$ cat src/rtl/ex_result_pipe.sv
// Execute-stage result select/word-extend plus a 2-entry skid buffer feeding MEM.
// in_ready comes from the state register only, so MEM back-pressure never reaches EX combinationally.
module ex_result_pipe #(
    parameter int DATA_W = 64,
    parameter int RD_W   = 5
) (
    input  logic              clk,
    input  logic              rst,
    input  logic              flush,
    input  logic              in_valid,
    output logic              in_ready,
    input  logic [1:0]        res_sel,
    input  logic              inst_word,
    input  logic [DATA_W-1:0] alu_res,
    input  logic [DATA_W-1:0] shifter_res,
    input  logic [DATA_W-1:0] in_pc,
    input  logic [RD_W-1:0]   rd_addr,
    input  logic              rd_wen,
    output logic              out_valid,
    input  logic              out_ready,
    output logic [DATA_W-1:0] out_res,
    output logic [DATA_W-1:0] out_pc,
    output logic [RD_W-1:0]   out_rd_addr,
    output logic              out_rd_wen,
    output logic [1:0]        occupancy
);

    // Encodings equal the number of held entries.
    localparam logic [1:0] S_EMPTY = 2'd0;
    localparam logic [1:0] S_ONE   = 2'd1;
    localparam logic [1:0] S_FULL  = 2'd2;

    logic [1:0]        state;
    logic [DATA_W-1:0] sel_res;
    logic [DATA_W-1:0] new_res;
    logic              new_wen;
    logic [DATA_W-1:0] skid_res;
    logic [DATA_W-1:0] skid_pc;
    logic [RD_W-1:0]   skid_rd_addr;
    logic              skid_rd_wen;
    logic              accept;
    logic              fire;

    always_comb begin
        sel_res = '0;
        case (res_sel)
            2'b00:   sel_res = alu_res;
            2'b01:   sel_res = shifter_res;
            2'b10:   sel_res = in_pc + DATA_W'(4);
            default: sel_res = '0;
        endcase
        // The shifter leaves the upper half unresolved for *W ops, so always rebuild it.
        if (inst_word)
            new_res = {{(DATA_W-32){sel_res[31]}}, sel_res[31:0]};
        else
            new_res = sel_res;
        new_wen = rd_wen & (rd_addr != '0);
    end

    assign in_ready  = (state != S_FULL);
    assign out_valid = (state != S_EMPTY);
    assign occupancy = state;
    assign accept    = in_valid & in_ready;
    assign fire      = out_valid & out_ready;

    always_ff @(posedge clk) begin
        if (rst) begin
            state        <= S_EMPTY;
            out_res      <= '0;
            out_pc       <= '0;
            out_rd_addr  <= '0;
            out_rd_wen   <= 1'b0;
            skid_res     <= '0;
            skid_pc      <= '0;
            skid_rd_addr <= '0;
            skid_rd_wen  <= 1'b0;
        end else if (flush) begin
            state <= S_EMPTY;
        end else begin
            case (state)
                S_EMPTY: begin
                    if (accept) begin
                        state       <= S_ONE;
                        out_res     <= new_res;
                        out_pc      <= in_pc;
                        out_rd_addr <= rd_addr;
                        out_rd_wen  <= new_wen;
                    end
                end
                S_ONE: begin
                    if (accept && fire) begin
                        out_res     <= new_res;
                        out_pc      <= in_pc;
                        out_rd_addr <= rd_addr;
                        out_rd_wen  <= new_wen;
                    end else if (accept) begin
                        state        <= S_FULL;
                        skid_res     <= new_res;
                        skid_pc      <= in_pc;
                        skid_rd_addr <= rd_addr;
                        skid_rd_wen  <= new_wen;
                    end else if (fire) begin
                        state <= S_EMPTY;
                    end
                end
                S_FULL: begin
                    if (fire) begin
                        state       <= S_ONE;
                        out_res     <= skid_res;
                        out_pc      <= skid_pc;
                        out_rd_addr <= skid_rd_addr;
                        out_rd_wen  <= skid_rd_wen;
                    end
                end
                default: state <= S_EMPTY;
            endcase
        end
    end

endmodule
$ cat config.mk
export PLATFORM = sky130hd
export DESIGN_NAME = ex_result_pipe
export DESIGN_NICKNAME = d
export VERILOG_FILES = /design/src/rtl/ex_result_pipe.sv
export SDC_FILE = /design/constraint.sdc
export NUM_CORES = 1
export LEC_CHECK = 0
export ABC_AREA = 1
export ABC_CLOCK_PERIOD_IN_PS = 2500
export BUFFER_PORTS_ARGS = -buffer_cell sky130_fd_sc_hd__buf_4
export CELL_PAD_IN_SITES_DETAIL_PLACEMENT = 2
export CELL_PAD_IN_SITES_GLOBAL_PLACEMENT = 2
export CORE_AREA = 2 2 219 221
export CTS_CLUSTER_DIAMETER = 40
export DETAILED_ROUTE_END_ITERATION = 10
export DIE_AREA = 0 0 221 223
export HOLD_SLACK_MARGIN = 0.12
export PLACE_DENSITY = 0.9
export SLEW_MARGIN = 40
export SYNTH_ARGS = -nofsm -noshare
export SYNTH_HDL_FRONTEND = slang
export SYNTH_SLANG_ARGS = --single-unit
$ cat constraint.sdc
create_clock -name clk -period 2.5 [get_ports clk]
set_input_delay 0.25 -clock clk [delete_from_list [all_inputs] [get_ports clk]]
set_output_delay 0.25 -clock clk [all_outputs]
set_load 0.03 [all_outputs]
==> results of run 1 <==
## routing by layer
metal | part of all wire [%] | track usage [%]
met4 | 6.8 | 21.9
met5 | 0 | 0
met3 | 5.0 | 5.12
met1 | 38 | 38.0
met2 | 50 | 61.2
## timing repair
action | 4_1_cts | 5_1_grt
resized for setup | 0 | 21
hold buffers | 111 | 0
endpoints found under the hold margin | 174 | 0
setup endpoints to repair | 0 | 15
buffers inserted | 0 | 1
## critical path: cells and delay by family
kind | cells | cell delay [ps]
buffers and inverters | 4 | 1480
AND/OR/NAND/NOR | 7 | 1040
AO/OA/AOI/OAI | 1 | 180
## state kept, by name (all words and copies together), names as in the netlist
name and count:
skid_pc 64, occupancy 2, out_pc 64, skid_rd_wen 1, skid_res 64, out_rd_wen 1
skid_rd_addr 5, out_rd_addr 5, out_res 64
## through the flow
stage          instances  power, mW  cell area [um2]
2_1_floorplan       2183       5.77            13900
3_3_place_gp        3044       6.78            17300
3_5_place_dp        3044       6.88            17300
4_1_cts             3244       14.4            20200
5_1_grt             3248       14.9            20300
6_report            3248       14.5            20300
## how the worst max path moves through the flow
stage,depth (start not counted),from,slack [ps],end
detailed placement,11,in_pc[2],-10,skid_res[22]
finish,12,in_pc[14],20,skid_res[23]
floorplan,8,occupancy[1],690,out_res[0]
CTS,12,in_pc[6],30,skid_res[20]
global route,12,in_pc[14],-60,skid_res[23]
global placement,11,in_pc[2],80,skid_res[28]
## logic make-up after synthesis
family / Yosys count / share of synthesized area, %
AND/OR/NAND/NOR: 967 / 28.1
adder cells (fa/ha/maj): 1 / 0.0897
buffers and inverters: 338 / 9.48
AO/OA/AOI/OAI: 607 / 23.6
flip-flops: 270 / 38.8
## power groups by stage
stage	Sequential (mW)	Combinational (mW)	Clock [mW]
floorplan	5.00	0.778	0
global placement	4.73	2.05	0
detailed placement	4.74	2.14	0
CTS	4.66	2.33	7.40
global route	4.69	2.55	7.70
finish	4.68	2.42	7.45
## cells in the mapped netlist, drive strengths merged
master / n / share of area (%)
nand2: 589 / 17
o21ai: 291 / 10
dfxtp: 270 / 39
nor2: 265 / 7.4
a21oi: 201 / 7.3
inv: 196 / 5.3
nand3: 104 / 3.8
clkbuf: 102 / 2.7
a31oi: 69 / 3.1
buf: 38 / 1.4
a22o: 28 / 1.8
o211ai: 7 / 0.38
nand4: 5 / 0.22
a211oi: 2 / 0.11
clkinv: 2 / 0.054
nor3: 2 / 0.11
o21bai: 2 / 0.11
o311ai: 2 / 0.13
or2: 2 / 0.090
a221oi: 1 / 0.063
ha: 1 / 0.090
o21a: 1 / 0.054
o221ai: 1 / 0.063
o22ai: 1 / 0.045
o31ai: 1 / 0.054
## cell type report
cell class              count  area, um2
fillers                  5418      26900
repair buffers            499       4240
clock inverters            23        352
well taps                 615        769
inverters                 198        751
clock buffers              66       1440
flip-flops and latches    270       5410
multi-input cells        1575       7310
diodes                      2       5.00
==> metrics.md, run 1 <==
| Metric | Value |
|---|---|
| Hold_ws | `between 150 and 200 ps` |
| Die X | `221 um` |
| RSZ-0062 raised after global routing | `yes` |
| I/O Pins | `344` |
| Clk buf depth | `3` |
| GRT overflow | `0` |
| CP peak stage delay | `610 ps` |
| RR Endpoint | `skid_res[23]` |
| Critical Path Fanout Max | `5` |
| Leakage power | `between 9 and 10 nW` |
| Sw Ratio | `30.0%` |
| Avg Inst Size Synth | `6.39 um2` |
| Setup CP Type | `in -> reg` |
| R2r setup slk | `260 ps` |
| WHS Endpoint | `skid_res[36]` |
| Hold Startpoint | `shifter_res[36]` |
| Die extent in y | `about 220 um` |
| TNS Setup | `0 ps` |
| Commonest non-fill, non-tap cell in the layout | `nand2_1` |
| Number of global-route vias before repair | `20123` |
| Worst EP required | `2980 ps` |
| Buffers on Ports | `343` |
| Sw power | `around 4.4 mW` |
| Root Driver | `clkbuf_16` |
| Worst-skew pair later-pin latency | `610 ps` |
| Layout cells sized above 1 | `20.6%` |
| Inserted Clock Buffers | `50` |
| Starting density of the core | `29.6%` |
| Hold Fails Final Rpt | `0` |
| Placer Congestion | `0.935` |
| P per Cell Area | `717 nW/um2` |
| Router iterations before antenna repair | `6` |
| CP max stage cell | `dlygate4sd3_1` |
| Post-Syn Area | `13900 um2` |
| Area growth, synth to finish | `45.4%` |
| Via Count | `18065` |
| Worst Hold Path Cells | `7` |
| DRT iter0 DRCs | `roughly 1200` |
| Worst-Margin Slew | `843 ps` |
| Unique masters post-synth | `36` |
| Drt via density | `between 5 and 6` |
| Clk sink count | `270` |
| Setup ws final | `15.7 ps` |
| Register area share after synthesis | `between 30% and 40%` |
| Combinational Power Share | `between 10% and 20%` |
| CTS tree | `built` |
| Detailed-route wire length per cell | `27.0 um` |
| Die area | `49300 um2` |
| Commonest non-fill, non-tap cells in the layout | `nand2_1 (554), buf_4 (371), dfxtp_1 (270)` |
| Worst-path clk slew | `60 ps` |
| DR DRC count | `0` |
| Final ANT Viol Nets | `0` |
| Relative slew slack | `between 40% and 50%` |
| Yosys Warn Count | `0` |
| Largest net degree at the start of global routing | `96` |
| Routed wire length | `87600 um` |
| Worst slack at placement | `-9.56 ps` |
| Gate Count Post-Synth | `around 2200` |
| Fmax | `between 400 and 500 MHz` |
| #FFs+latches synth | `270` |
| Period Utilization, post-route | `between 90% and 100%` |
| Reg2Reg Depth | `10` |
| Worst VDD drop | `431 uV` |
| CP Launch Type | `input pin` |
| Max-slew violation count | `0` |
| Cell Chain, Critical Path | `dlygate4sd3_1, buf_4, nand2_1, nor2_2, nand3_2, nor2_2, nand2_1, nand3_2, nand3_1, dlygate4sd3_1, o21ai_2, inv_1` |
| Max_cap viols | `0` |
| Final setup vio count | `0` |
| Sequential Power Share | `32.2%` |
| Initial antenna violation count | `3` |
| Post-DP HPWL | `55000 um` |
| Hold crit path type | `in -> reg` |
| Final core occ | `between 40 and 50%` |
| Arr. time, crit path | `approximately 3000 ps` |
| Pint | `10.2 mW` |
| # nets final | `2801` |
| Worst reg2reg startpoint | `occupancy[0]` |
| Clk network pwr share | `roughly half` |
| H-tree levels | `2` |
| Global-route wire length before repair | `129000 um` |
| Core Box Area | `between 40000 and 50000 um2` |
| Row cnt | `80` |
| Crit. End Element | `register` |
| Status | `complete, no violations` |
| Worst Clk Skew | `35.2 ps` |
| Crit path time final | `2480 ps` |
| Syn Nets | `2390` |
| Total track usage | `34.3%` |
Power figures use the tool's default switching activity.
==> run 2: changes to the inputs <==
RECOVER_POWER = 25   (was unset)
==> run 2 against run 1 <==
Sequential power about the same. Clock-buffer cell count unchanged. Sequential cell count unchanged. Clock skew increased by 4.2 ps. Via count increased by 0.17%. Cell area decreased by 1.9%. Routed wire length decreased by 0.12%. Critical path type unchanged. Largest cell class unchanged. Largest power group unchanged.
==> metrics.md, run 2 (same netlist as run 1, synthesis figures left out) <==
| Metric | Value |
|---|---|
| Status | `complete, no violations` |
| Row cnt | `80` |
| Hold crit path type | `in -> reg` |
| Area growth, synth to finish | `42.6%` |
| Die X | `between 200 and 250 um` |
| Inserted Clock Buffers | `50` |
| Via Count | `18095` |
| I/O Pins | `344` |
| Fmax | `402 MHz` |
| Worst-Margin Slew | `861 ps` |
| Final ANT Viol Nets | `0` |
| Initial antenna violation count | `3` |
| Period Utilization, post-route | `99.6%` |
| Placer Congestion | `slightly above 0.9` |
| Total track usage | `about a third` |
| Arr. time, crit path | `2990 ps` |
| Core Box Area | `47100 um2` |
| Tot Pwr | `14.4 mW` |
| Final setup vio count | `0` |
| Number of global-route vias before repair | `20123` |
| Detailed-route wire length per cell | `~27 um` |
| H-tree levels | `2` |
| Clk sink count | `270` |
| Die extent in y | `223 um` |
| Max-slew violation count | `0` |
| DRT iter0 DRCs | `around 1200` |
| Router iterations before antenna repair | `6` |
| Worst EP required | `approximately 3000 ps` |
| Crit. End Element | `register` |
| Worst VDD drop | `434 uV` |
| Clk buf depth | `3` |
| Setup CP Type | `in -> reg` |
| Multi-input gate area | `7310 um2` |
| P per Cell Area | `approximately 730 nW/um2` |
| Critical Path Fanout Max | `7` |
| Max_cap viols | `0` |
| Hold Fails Final Rpt | `0` |
| Routed wire length | `approximately 87000 um` |
| Die area | `49300 um2` |
| Global-route wire length before repair | `approximately 130000 um` |
| Buffers on Ports | `343` |
| Relative slew slack | `42.6%` |
| Worst-path clk slew | `60 ps` |
| Crit path time final | `2490 ps` |
| Commonest non-fill, non-tap cell in the layout | `nand2_1` |
| Root Driver | `clkbuf_16` |
| # nets final | `2801` |
| RSZ-0062 raised after global routing | `yes` |
| Layout cells sized above 1 | `16.8%` |
| Worst Hold Path Cells | `5` |
| DR DRC count | `0` |
| Register area | `5410 um2` |
| Starting density of the core | `29.6%` |
| Largest net degree at the start of global routing | `96` |
| Worst-skew pair later-pin latency | `610 ps` |
| Commonest non-fill, non-tap cells in the layout | `nand2_1 (554), buf_4 (270), dfxtp_1 (270)` |
| GRT overflow | `0` |
| Drt via density | `between 5 and 6` |
| Worst Clk Skew | `roughly 39 ps` |
| Post-DP HPWL | `55000 um` |
| Final core occ | `between 40% and 50%` |
| Fillers | `5521` |
| CP Launch Type | `input pin` |
| CTS tree | `built` |
| Reg2Reg Depth | `10` |
| Leakage power | `9.24 nW` |
-- run 2: what timing repair did --
action,CTS,global route
gates resized for setup,0,21
endpoints found under the setup margin,0,15
hold endpoints to repair,174,0
hold buffers,111,0
setup buffers,0,1
-- run 2: layer usage --
layer,global-route usage (%),share of wire (%),vias up
li1,-,-,7963
met1,38.0,39,9160
met2,61.2,50,724
met3,5.12,4.8,248
met4,21.9,6.7,0
met5,0,0,-
-- run 2: critical path, stage by stage --
cell           delay, ps
dlygate4sd3_1        550
buf_4                160
nand2_1              140
nor2_4               190
nand2_2              160
inv_1                120
nand2_1              150
nor2_4               270
nand2_1              150
nand3_1              260
nand3_1              210
o21ai_0              270
inv_1                100
-- run 2: final timing paths --
check                        from            to  slack (ps)
setup / recovery         in_pc[4]  skid_res[30]          10
hold / removal    shifter_res[26]  skid_res[26]         160
setup reg to reg     occupancy[0]  skid_res[23]         260
hold reg to reg       skid_pc[19]    out_pc[19]         480
-- run 2: through the flow --
step	instance area (um2)	worst slack, ps	hold WS [ps]	cells	TNS [ps]
2_1_floorplan	13900	686	328	2183	0
3_3_place_gp	17300	79.2	453	3044	0
3_5_place_dp	17300	-9.56	461	3044	-14.1
4_1_cts	20200	26.3	126	3244	0
5_1_grt	19900	-64.8	162	3248	-130
6_report	19900	10.2	162	3248	0
-- run 2: final cells by class --
class                   instances  share of cell area [%]
diodes                          2                  0.0252
clock buffers                  66                    7.25
clock inverters                23                    1.77
inverters                     198                    3.77
multi-input cells            1575                    36.8
flip-flops and latches        270                    27.2
well taps                     615                    3.87
repair buffers                499                    19.4
-- run 2: power by group --
group          internal (mW)  switching (mW)
Combinational          0.778            1.55
Clock                   4.78            2.66
Sequential              4.52           0.157
Total                   10.1            4.37
==> run 3: changes to the inputs <==
PLACE_DENSITY = unset   (was 0.9)
PLACE_DENSITY_LB_ADDON = 0.2   (was unset)
==> run 3 against run 2 <==
Maximum frequency grew 3.3%. Sequential power is essentially flat. Combinational power shrank 3%. Non-clock buffer count grew 16. Largest power group unchanged. Largest cell class unchanged. Critical endpoint is now out_res[24]. Total power grew 2.1%. Cell area grew 1.4%. Sequential share of layout area shrank 0.38 points. Hold slack lost 22 ps. Critical path type unchanged. Cell count grew 0.80%.
==> metrics.md, run 3 (same netlist as run 1, synthesis figures left out) <==
| Metric | Value |
|---|---|
| Status | `complete, no violations` |
| Inserted Clock Buffers | `53` |
| Die X | `221 um` |
| Worst VDD drop | `439 uV` |
| Crit path time final | `2410 ps` |
| Sw power | `around 4.4 mW` |
| DRT iter0 DRCs | `approximately 980` |
| Placer Congestion | `0.907` |
| Routed wire length | `just under 80000 um` |
| Core Box Area | `47100 um2` |
| Worst Hold Path Cells | `5` |
| CP peak stage delay | `580 ps` |
| Hold Fails Final Rpt | `0` |
| CP Launch Type | `input pin` |
| Layout cells sized above 1 | `17.3%` |
| Final ANT Viol Nets | `0` |
| Row cnt | `80` |
| Drt via density | `5.30` |
| Placement Cell Area | `approximately 17000 um2` |
| Clk sink count | `270` |
| DR DRC count | `0` |
| Area growth, synth to finish | `44.7%` |
| R2r setup slk | `200 ps` |
| Crit path depth | `14` |
| Clk network pwr share | `53.2%` |
| Setup crit end | `out_res[24]` |
| TNS Setup | `0 ps` |
| Arr. time, crit path | `2930 ps` |
| I/O Pins | `344` |
| RR Endpoint | `skid_res[28]` |
| Crit. End Element | `register` |
| Reg2Reg Depth | `12` |
| Pint | `10.4 mW` |
| Root Driver | `clkbuf_16` |
| CTS tree | `built` |
| Combinational Power Share | `15.3%` |
| Total track usage | `31.3%` |
| Sequential Power Share | `around a third` |
| Die area | `49300 um2` |
| Worst EP required | `3020 ps` |
| H-tree levels | `2` |
| Worst-skew pair later-pin latency | `610 ps` |
| Final Instance Area | `20200 um2` |
| CP Launch Point | `in_pc[3]` |
| Tot Pwr | `around 15 mW` |
| # nets final | `2820` |
| Post-DP HPWL | `53300 um` |
| Worst-path clk slew | `60 ps` |
| Number of global-route vias before repair | `19406` |
| Buffers on Ports | `between 300 and 400` |
| Final core occ | `42.8%` |
| CP Buf/Inv Count | `3` |
| Router iterations before antenna repair | `5` |
| Die extent in y | `between 200 and 250 um` |
| Initial antenna violation count | `3` |
| Worst-Margin Slew | `858 ps` |
| Worst slack at placement | `113 ps` |
| Starting density of the core | `29.6%` |
| Fmax | `around 420 MHz` |
| Cells after DPL | `3053` |
| Worst path most repeated cell | `nand2_1` |
| Largest net degree at the start of global routing | `123` |
| Period Utilization, post-route | `96.4%` |
| Hold crit path type | `in -> reg` |
| Cell Chain, Critical Path | `dlygate4sd3_1, buf_4, ha_1, nand2_1, nor2_4, nand2_1, nor2_4, nand2_1, nand2_1, nand3_1, nand3_1, dlygate4sd3_1, nand2_1, a21oi_1` |
| Finished Layout Cells | `3274` |
| Setup ws final | `90.6 ps` |
| P per Cell Area | `731 nW/um2` |
| CP max stage cell | `dlygate4sd3_1` |
| Clk buf depth | `3` |
| Sw Ratio | `just under 30%` |
| Via Count | `between 15000 and 20000` |
| Hold_ws | `141 ps` |
| Setup CP Type | `in -> reg` |
| Worst reg2reg startpoint | `occupancy[1]` |
| Commonest non-fill, non-tap cells in the layout | `nand2_1 (554), buf_4 (280), dfxtp_1 (270)` |
| Detailed-route wire length per cell | `roughly 24 um` |
| Max_cap viols | `0` |
| Critical Path Fanout Max | `5` |
| Commonest non-fill, non-tap cell in the layout | `nand2_1` |
| Max-slew violation count | `0` |
| Leakage power | `9.34 nW` |
| Delay-heaviest family, CP | `buffers and inverters` |
| Relative slew slack | `42.8%` |
| GRT overflow | `0` |
| Final setup vio count | `0` |
| Global-route wire length before repair | `119000 um` |
| Worst Clk Skew | `~21 ps` |
run 3: what timing repair did:
item / CTS / global route
buffers inserted: 0 / 3
endpoints found under the setup margin: 0 / 14
endpoints found under the hold margin: 179 / 0
gates resized for setup: 0 / 16
hold buffers: 117 / 0
run 3: area by class of cell:
cell class | count | area, um2
multi-input cells | 1575 | 7310
well taps | 615 | 769
clock inverters | 40 | 567
flip-flops and latches | 270 | 5410
inverters | 198 | 756
repair buffers | 515 | 3980
fillers | 5561 | 27000
diodes | 3 | 7.51
clock buffers | 58 | 1380
run 3: how the worst min path moves through the flow:
| stage | from | to | slack [ps] |
|---|---|---|---|
| after floorplan | out_ready | occupancy[1] | 330 |
| after global placement | skid_res[3] | skid_res[3] | 450 |
| after detailed placement | out_res[2] | out_res[2] | 470 |
| after CTS | shifter_res[1] | skid_res[1] | 120 |
| after global routing | alu_res[13] | out_res[13] | 150 |
| final | alu_res[9] | out_res[9] | 140 |
run 3: per-layer routing:
layer | vias up | wire (um) | track usage [%]
met4 | 0 | 3830 | 14.7
met2 | 532 | 38900 | 55.4
li1 | 8008 | - | -
met1 | 8663 | 32000 | 36.5
met3 | 160 | 4000 | 5.91
met5 | - | 0 | 0
run 3: power by group through the flow:
stage               Combinational [mW]  Clock (mW)  Sequential, mW
finish                            2.25        7.85            4.65
global placement                  2.08           0            4.73
global route                      2.43        8.15            4.67
floorplan                        0.778           0            5.00
detailed placement                2.14           0            4.73
CTS                               2.32        7.93            4.65
run 3: worst register-to-register path, stage by stage (launching register included):
cell     delay [ps]
dfxtp_1         410
inv_2            70
nor2_4          230
nor2_1          100
inv_1            60
nor2_1           80
nor3_4          240
buf_12          250
buf_4           340
nor2_1          120
nor2_1          120
o21ai_0         140
inv_1            90
